<file path="src/rtl/s_axi_read.sv">
// rtl/s_axi_read.sv - AXI4-Lite read slave for the DFX sequencer register map
// Decodes a latched read address into bank0 registers or a bank1 slot-table field.
module s_axi_read #(
  parameter int ADDR_WIDTH           = 16,
  parameter int DATA_WIDTH           = 32,
  parameter int BANK1_INDEX_WIDTH    = 2,
  parameter int BANK1_SRC_ADDR_WIDTH = 32,
  parameter int BANK1_SRC_SIZE_WIDTH = 26,
  parameter int BANK1_DST_ADDR_WIDTH = 32,
  parameter int BANK1_DST_SIZE_WIDTH = 26,
  parameter int BANK1_STATUS_WIDTH   = 2,
  parameter int BANK1_PROFILE_WIDTH  = 32,
  parameter int BANK0_CONTROL_WIDTH  = 4,
  parameter int BANK0_STATUS_WIDTH   = 4,
  parameter int BANK0_CNT_WIDTH      = BANK1_INDEX_WIDTH
) (
  input  logic                            clk,
  input  logic                            reset,
  input  logic [ADDR_WIDTH-1:0]           S_AXI_ARADDR,
  input  logic                            S_AXI_ARVALID,
  output logic                            S_AXI_ARREADY,
  output logic [DATA_WIDTH-1:0]           S_AXI_RDATA,
  output logic [1:0]                      S_AXI_RRESP,
  output logic                            S_AXI_RVALID,
  input  logic                            S_AXI_RREADY,
  output logic [BANK1_INDEX_WIDTH-1:0]    ext_bank1_out_index,
  input  logic [BANK1_SRC_ADDR_WIDTH-1:0] ext_bank1_src_addr,
  input  logic [BANK1_SRC_SIZE_WIDTH-1:0] ext_bank1_src_size,
  input  logic [BANK1_DST_ADDR_WIDTH-1:0] ext_bank1_des_addr,
  input  logic [BANK1_DST_SIZE_WIDTH-1:0] ext_bank1_des_size,
  input  logic [BANK1_STATUS_WIDTH-1:0]   ext_bank1_status,
  input  logic [BANK1_PROFILE_WIDTH-1:0]  ext_bank1_profile,
  input  logic [BANK0_CONTROL_WIDTH-1:0]  ext_bank0_control,
  input  logic [BANK0_STATUS_WIDTH-1:0]   ext_bank0_status,
  input  logic [BANK0_CNT_WIDTH-1:0]      ext_bank0_curCnt,
  input  logic [BANK0_CNT_WIDTH-1:0]      ext_bank0_endCnt
);

  localparam logic [1:0] RESP_OKAY   = 2'b00;
  localparam logic [1:0] RESP_SLVERR = 2'b10;

  typedef enum logic [1:0] {
    ST_IDLE  = 2'd0,
    ST_FETCH = 2'd1,
    ST_RESP  = 2'd2
  } state_t;

  state_t                  state_q;
  logic [ADDR_WIDTH-1:0]   read_addr_q;
  logic [DATA_WIDTH-1:0]   rdata_q, rdata_d;
  logic [1:0]              rresp_q, rresp_d;
  logic                    rvalid_q;
  logic                    unused_addr_lsbs;

  assign S_AXI_ARREADY       = (state_q == ST_IDLE) && S_AXI_ARVALID;
  assign S_AXI_RDATA         = rdata_q;
  assign S_AXI_RRESP         = rresp_q;
  assign S_AXI_RVALID        = rvalid_q;
  assign ext_bank1_out_index = read_addr_q[BANK1_INDEX_WIDTH+5:6];
  assign unused_addr_lsbs    = ^read_addr_q[1:0];

  // Row index bits above the index width are simply not decoded, so rows wrap.
  always_comb begin
    rdata_d = '0;
    rresp_d = RESP_SLVERR;
    case (read_addr_q[15:14])
      2'b00: begin
        case (read_addr_q[13:6])
          8'h00: begin rdata_d = DATA_WIDTH'(ext_bank0_control); rresp_d = RESP_OKAY; end
          8'h01: begin rdata_d = DATA_WIDTH'(ext_bank0_status);  rresp_d = RESP_OKAY; end
          8'h02: begin rdata_d = DATA_WIDTH'(ext_bank0_curCnt);  rresp_d = RESP_OKAY; end
          8'h03: begin rdata_d = DATA_WIDTH'(ext_bank0_endCnt);  rresp_d = RESP_OKAY; end
          default: ;
        endcase
      end
      2'b01: begin
        case (read_addr_q[5:2])
          4'd0: begin rdata_d = DATA_WIDTH'(ext_bank1_src_addr); rresp_d = RESP_OKAY; end
          4'd1: begin rdata_d = DATA_WIDTH'(ext_bank1_src_size); rresp_d = RESP_OKAY; end
          4'd2: begin rdata_d = DATA_WIDTH'(ext_bank1_des_addr); rresp_d = RESP_OKAY; end
          4'd3: begin rdata_d = DATA_WIDTH'(ext_bank1_des_size); rresp_d = RESP_OKAY; end
          4'd4: begin rdata_d = DATA_WIDTH'(ext_bank1_status);   rresp_d = RESP_OKAY; end
          4'd5: begin rdata_d = DATA_WIDTH'(ext_bank1_profile);  rresp_d = RESP_OKAY; end
          default: ;
        endcase
      end
      default: ;
    endcase
  end

  always_ff @(posedge clk or posedge reset) begin
    if (reset) begin
      state_q     <= ST_IDLE;
      read_addr_q <= '0;
      rdata_q     <= '0;
      rresp_q     <= RESP_OKAY;
      rvalid_q    <= 1'b0;
    end else begin
      case (state_q)
        ST_IDLE: begin
          if (S_AXI_ARVALID) begin
            read_addr_q <= S_AXI_ARADDR;
            state_q     <= ST_FETCH;
          end
        end
        // The slot table answers the index one cycle after read_addr settles.
        ST_FETCH: begin
          rdata_q  <= rdata_d;
          rresp_q  <= rresp_d;
          rvalid_q <= 1'b1;
          state_q  <= ST_RESP;
        end
        ST_RESP: begin
          if (S_AXI_RREADY) begin
            rvalid_q <= 1'b0;
            state_q  <= ST_IDLE;
          end
        end
        default: state_q <= ST_IDLE;
      endcase
    end
  end

endmodule

</file>
<file path="config.mk">
export PLATFORM = sky130hd
export DESIGN_NAME = s_axi_read
export DESIGN_NICKNAME = d
export VERILOG_FILES = /design/src/rtl/s_axi_read.sv
export SDC_FILE = /design/constraint.sdc
export NUM_CORES = 1
export LEC_CHECK = 0
export ABC_CLOCK_PERIOD_IN_PS = 4600
export CAP_MARGIN = 20
export CORE_MARGIN = 2
export CORE_UTILIZATION = 35
export CTS_BUF_LIST = sky130_fd_sc_hd__clkbuf_8 sky130_fd_sc_hd__clkbuf_16
export CTS_CLUSTER_SIZE = 10
export DETAILED_ROUTE_END_ITERATION = 8
export HOLD_SLACK_MARGIN = 0.02
export PLACE_DENSITY = 0.9
export SYNTH_ARGS = -nofsm -noshare
export SYNTH_HDL_FRONTEND = slang
export SYNTH_SLANG_ARGS = --single-unit
</file>
<file path="constraint.sdc">
create_clock -name clk -period 4.6 [get_ports clk]
set_clock_uncertainty 0.05 [all_clocks]
set_input_delay 0.69 -clock clk [delete_from_list [all_inputs] [get_ports clk]]
set_output_delay 0.69 -clock clk [all_outputs]
set_load 0.01 [all_outputs]
</file>
==> out/metrics.cfg, run 1 <==
[synthesis]
synth_cell_type_count=32
synthFlopType=dfrtp_1
yosysSeqAreaShare_pct=39.7
syn_area_per_cell_um2=9.90
async_reset_ff_share_pct=100
ys_seq_elements=50
synth-edff-count=0
synth_nets=500
synth_area_um2=3150
synth.yosys.warnings=0
postSynthCellCount=318

[route]
drc_errors=0
dr.pass1.iters=4
vias=3296
via_per_inst=5.25
route.detailed.wl_per_inst_um=17.7
dr.first_iter.drc_count=114
ant_nets=0
drt_wl_total_mm=11.1

[layout]
layout-drive-gt1-share_pct=7.50
final_cells=628
nNetsFinal=701
diodes=0
syn2layout_area_growth_pct=73.0
fillCellCount=705

[timing]
max_freq_mhz=357
timing.hold.ws_ps=438
tightest_slew_ps=976
tns_ps=0
final_hold_viol_count=0
min_period_ps=2800
drv_slew=0
setup_viol=0
finalCritPeriodShare_pct=60.9
relSlewSlack_pct=34.9
rsz0062_at_grt=false

[grt]
grt_max_degree=51
grt_pass1_wl_mm=17.4
gr-usage-all-layers_pct=22.2
grt_overflow=0
grt_pass1_vias=3531
grt_antenna_before_repair=0

[critical_path]
critical_path_class=in -> out
r2r-start=read_addr_q[3]$_DFFE_PP0P_
worst_ep_arrival_time_ps=2060
cpPeakStageDelay_ps=610
cp-start-kind=input port
cp_data_required_time_ps=3860
crit_start=S_AXI_ARVALID
end_kind=primary output
path_cells=clkdlybuf4s50_1 -> nor3b_2 -> clkdlybuf4s50_1
worstPathMaxFanout=2
cp_slowest_cell=clkdlybuf4s50_1
crit_path_frequent_cell=clkdlybuf4s50_1

[power_and_ir_drop]
swShare_pct=38.1
internal_power_uw=1410
power_frac_seq_pct=31.9
clkPwrFrac_pct=16.2
p_leak_uw=0.00219
peakVddDrop_mv=0.409
power_density_nw_per_um2=420
p_comb_share_pct=52.0
p_sw_uw=871

[clock_tree]
cts_buffer_depth=2
clk_pin_slew_worst_paths_ps=90
clk_latency_ps=300
cts-root-buf=clkbuf_8
post_cts_resized=0
numClockSinks=50
numCtsBuffers=5
cts_tree=done
cts_hold_buf=0
cts_setup_buffers=0
cts_max_level=2

[worst_hold_path]
worstHoldStart=S_AXI_RDATA[13]$_DFFE_PP0P_
hp-class=reg -> reg

[placed_design]
portBuffers=216
hpwl_mm=8.63
place.gp.congestion=0.867
dp.cells=619

[floorplan]
start_util_pct=36.1
die_w_um=98.9
io-pin-count=220
die_area_um2=9770
fp-row-count=34
die_h_um=98.9
core_area_um2=8720

[status]
status=complete, no violations

[job]
maxCapViolations=0

[through the flow]
step           cell area [um^2]  worst slack [ps]  power (uW)  util, %
6_report                   5450              1800        2290     62.5
5_1_grt                    5450              1780        2440     62.5
4_1_cts                    5430              1820        2300     62.2
3_5_place_dp               5290              1840        1930     60.7
3_3_place_gp               5290              1810        1880     60.7
2_1_floorplan              3150              2490        1530        -
[kinds of logic after synthesis]
family,Yosys count,synth area share [%]
mux,72,24.2
compound gates,102,19.6
other cells,1,0.119
simple gates,61,9.58
buf+inv,32,6.71
flops,50,39.7
[state kept, by name (all words and copies together) (netlist names)]
signal / cells
S_AXI_RDATA: 32
S_AXI_RRESP: 1
S_AXI_RVALID: 1
read_addr_q: 14
state_q: 2
[cells in the final DEF (no fill, tap or decap), drive strengths merged]
cell	count
mux4	2
inv	4
a22oi	12
nor3	3
dfrtp	50
buf	6
bufinv	2
o22ai	24
o31ai	1
or4	2
nor2	11
clkbuf	5
nand2	33
conb	1
or3b	1
mux2	14
a2111oi	1
clkinv	1
and2	1
a21oi	23
nand2b	6
o21ai	35
mux2i	56
or3	1
a22o	6
clkdlybuf4s50	216
nor3b	3
[synth_stat cells, drive strengths merged (2+ instances only)]
cell,n,share of area (%)
a21oi,23,3.7
a22o,6,1.7
a22oi,12,2.9
buf,23,5.4
clkbuf,5,0.83
dfrtp,50,40
inv,4,0.48
mux2,14,5.0
mux2i,56,18
mux4,2,1.4
nand2,33,3.9
nand2b,6,1.2
nor2,11,1.5
nor3,3,0.64
nor3b,3,1.0
o21ai,35,5.6
o22ai,24,4.8
or4,2,0.48
[layer usage]
metal	vias up	share of wire, %	GRT usage (%)
li1	1570	-	-
met1	1584	39	27.1
met2	123	53	39.4
met3	19	6.2	4.75
met4	0	1.7	5.90
met5	-	0	0
[power groups by stage]
stage / clock, uW / combinational (uW) / sequential, uW
2_1_floorplan: 0 / 876 / 657
3_3_place_gp: 0 / 1160 / 724
3_5_place_dp: 0 / 1190 / 739
4_1_cts: 378 / 1190 / 729
5_1_grt: 403 / 1280 / 752
6_report: 369 / 1190 / 729
[worst max-delay path: cells and delay by family]
| kind | cells | cell delay [ps] |
|---|---|---|
| and+or+nand+nor | 1 | 290 |
| buffers and inverters | 2 | 1080 |
[worst paths after layout]
check	endpoint	slack, ps	cells past startpoint
max	S_AXI_ARREADY	1800	3
min	S_AXI_RDATA[13]$_DFFE_PP0P_	440	2
max reg2reg	S_AXI_RDATA[11]$_DFFE_PP0P_	2310	4
min reg2reg	S_AXI_RDATA[13]$_DFFE_PP0P_	440	2
max in group asynchronous	read_addr_q[4]$_DFFE_PP0P_	3320	3
min in group asynchronous	S_AXI_RDATA[2]$_DFFE_PP0P_	660	2
[final cells by class]
class	count	area (um^2)	area share, %
repair buffers	222	2220	40.7
multi-input cells	236	1690	31.0
flip-flops and latches	50	1250	23.0
well taps	108	135	2.48
clock buffers	5	68.8	1.26
clock inverters	3	68.8	1.26
inverters	4	15.0	0.276
Power figures use the tool's default switching activity.
==> inputs of run 2 (changes only) <==
--- a/config.mk
+++ b/config.mk
@@ -5,7 +5,7 @@
 export SDC_FILE = /design/constraint.sdc
 export NUM_CORES = 1
 export LEC_CHECK = 0
-export ABC_CLOCK_PERIOD_IN_PS = 4600
+export ABC_CLOCK_PERIOD_IN_PS = 2900
 export CAP_MARGIN = 20
 export CORE_MARGIN = 2
 export CORE_UTILIZATION = 35
==> constraint.sdc (replaced) <==
create_clock -name clk -period 2.9 [get_ports clk]
set_clock_uncertainty 0.05 [all_clocks]
set_input_delay 0.435 -clock clk [delete_from_list [all_inputs] [get_ports clk]]
set_output_delay 0.435 -clock clk [all_outputs]
set_load 0.01 [all_outputs]
==> run 2 against run 1 <==
Compared with the run above: sequential cell count unchanged; routed wire length rose by 3.4%; worst setup slack got worse by 1300 ps; critical path depth increased by 1; cell count up 0.48%; core utilization fell by 0.37 points; sequential power up 56%; global-route usage up 1.0 points; combinational power is 61% higher; clock power grew 13%; via count unchanged; critical path type is now reg -> reg; largest cell class unchanged; highest routed layer unchanged.
==> out/metrics.cfg, run 2 (synthesis gave the netlist of run 1 again) <==
[layout]
largest_reg_flops=32  ; unchanged
fillCellCount=759  ; was 705
layout-drive-gt1-share_pct=8.03  ; was 7.50%
final_common_cell=clkdlybuf4s50_1  ; unchanged
seq_area_um2=1250  ; unchanged
layout_common_cells=clkdlybuf4s50_1, mux2i_1, dfrtp_1, nand2_1, o21ai_1  ; unchanged
multi_input_area_um2=1690  ; unchanged
diodes=0  ; unchanged
nNetsFinal=704  ; was 701
syn2layout_area_growth_pct=72.0  ; was 73.0%

[grt]
grt_pass1_vias=3585  ; was 3531
grt_overflow=0  ; unchanged
grt_pass1_wl_mm=18.0  ; was 17.4 mm
grt_antenna_before_repair=0  ; unchanged
gr-usage-all-layers_pct=23.2  ; was 22.2%
grt_max_degree=37  ; was 51

[floorplan]
core_area_um2=8720  ; unchanged
fp-row-count=34  ; unchanged
io-pin-count=220  ; unchanged
die_h_um=98.9  ; unchanged
start_util_pct=36.1  ; unchanged
die_w_um=98.9  ; unchanged
die_area_um2=9770  ; unchanged

[timing]
worst_slack_ps=485  ; was 1800 ps
tns_ps=0  ; unchanged
relSlewSlack_pct=30.2  ; was 34.9%
finalCritPeriodShare_pct=83.3
setup_viol=0  ; unchanged
rsz0062_at_grt=false  ; unchanged
drv_slew=0  ; unchanged
max_freq_mhz=414
final_hold_viol_count=0  ; unchanged
min_period_ps=2420
tightest_slew_ps=1050  ; was 976 ps

[clock_tree]
clk_pin_slew_worst_paths_ps=90  ; about the same
numClockSinks=50  ; unchanged
cts_setup_buffers=0  ; unchanged
cts_buffer_depth=2  ; unchanged
clk_latency_ps=290  ; was 300 ps
cts_hold_buf=0  ; unchanged
post_cts_resized=0  ; unchanged
numCtsBuffers=5  ; unchanged
cts_tree=done  ; unchanged
cts-root-buf=clkbuf_8  ; unchanged
cts_max_level=2  ; unchanged

[power_and_ir_drop]
peakVddDrop_mv=0.471  ; was 0.409 mV
p_leak_uw=0.00218  ; was 0.00219 uW
power_density_nw_per_um2=643  ; was 420 nW/um^2

[critical_path]
end_kind=register  ; was primary output
cp_data_required_time_ps=3010  ; was 3860 ps
path_cells=or3_1 -> o22ai_1 -> a21oi_1 -> o21ai_1  ; was clkdlybuf4s50_1 -> nor3b_2 -> clkdlybuf4s50_1
worstPathMaxFanout=23  ; was 2
worst_ep_arrival_time_ps=2520  ; was 2060 ps
cp_slowest_cell=or3_1  ; was clkdlybuf4s50_1
cp-start-kind=register  ; was input port
cpPeakStageDelay_ps=900  ; was 610 ps
critical_path_class=reg -> reg  ; was in -> out

[worst_hold_path]
hp-class=in -> async  ; was reg -> reg

[route]
vias=3296  ; unchanged
dr.first_iter.drc_count=83  ; was 114
dr.pass1.iters=4  ; unchanged
via_per_inst=5.22  ; was 5.25
drt_wl_total_mm=11.5  ; was 11.1 mm
route.detailed.wl_per_inst_um=18.2  ; was 17.7 um
ant_nets=0  ; unchanged
drc_errors=0  ; unchanged

[status]
status=complete, no violations  ; unchanged

[placed_design]
hpwl_mm=9.12  ; was 8.63 mm
place.gp.congestion=0.871  ; was 0.867
place_ws_ps=497  ; was 1840 ps
portBuffers=216  ; unchanged

[job]
maxCapViolations=0  ; unchanged

## run 2: path summary, 6_finish.rpt
path | from | endpoint | slack (ps) | depth (start not counted)
min reg2reg | S_AXI_RRESP[1]$_DFFE_PP0P_ | S_AXI_RRESP[1]$_DFFE_PP0P_ | 430 | 2
max in group asynchronous | reset | S_AXI_RDATA[20]$_DFFE_PP0P_ | 1850 | 3
max reg2reg | read_addr_q[4]$_DFFE_PP0P_ | S_AXI_RDATA[24]$_DFFE_PP0P_ | 480 | 4
min | reset | S_AXI_RDATA[6]$_DFFE_PP0P_ | 370 | 2
max | read_addr_q[4]$_DFFE_PP0P_ | S_AXI_RDATA[24]$_DFFE_PP0P_ | 480 | 4
min in group clk | S_AXI_RRESP[1]$_DFFE_PP0P_ | S_AXI_RRESP[1]$_DFFE_PP0P_ | 430 | 2
## run 2: through the flow
| step | hold slack [ps] | power [uW] | area [um^2] | utilization (%) | instances |
|---|---|---|---|---|---|
| floorplan | 422 | 2430 | 3150 | - | 318 |
| global placement | 411 | 3010 | 5320 | 61.0 | 623 |
| detailed placement | 415 | 3090 | 5320 | 61.0 | 623 |
| CTS | 372 | 3510 | 5420 | 62.1 | 631 |
| global route | 378 | 3720 | 5420 | 62.1 | 631 |
| finish | 369 | 3480 | 5420 | 62.1 | 631 |
## run 2: layout make-up
type	count	area share (%)
clock buffer	6	1.52
clock inverter	2	0.231
inverter	4	0.277
multi-input combinational	236	31.1
sequential	50	23.2
tap	108	2.50
timing repair buffer	225	41.2
## run 2: layer usage
metal / wire (um) / GRT usage [%]
met1: 4550 / 28.2
met2: 5920 / 40.5
met3: 717 / 5.46
met4: 304 / 7.27
met5: 0 / 0
## run 2: power breakdown
| part | internal [uW] | switching (uW) |
|---|---|---|
| clock | 192 | 224 |
| combinational | 1030 | 898 |
| sequential | 881 | 262 |
## run 2: worst max-delay path: cells and delay by family (launching register included)
family,cells,cell delay [ps]
compound gates,3,550
simple gates,1,900
flops,1,770
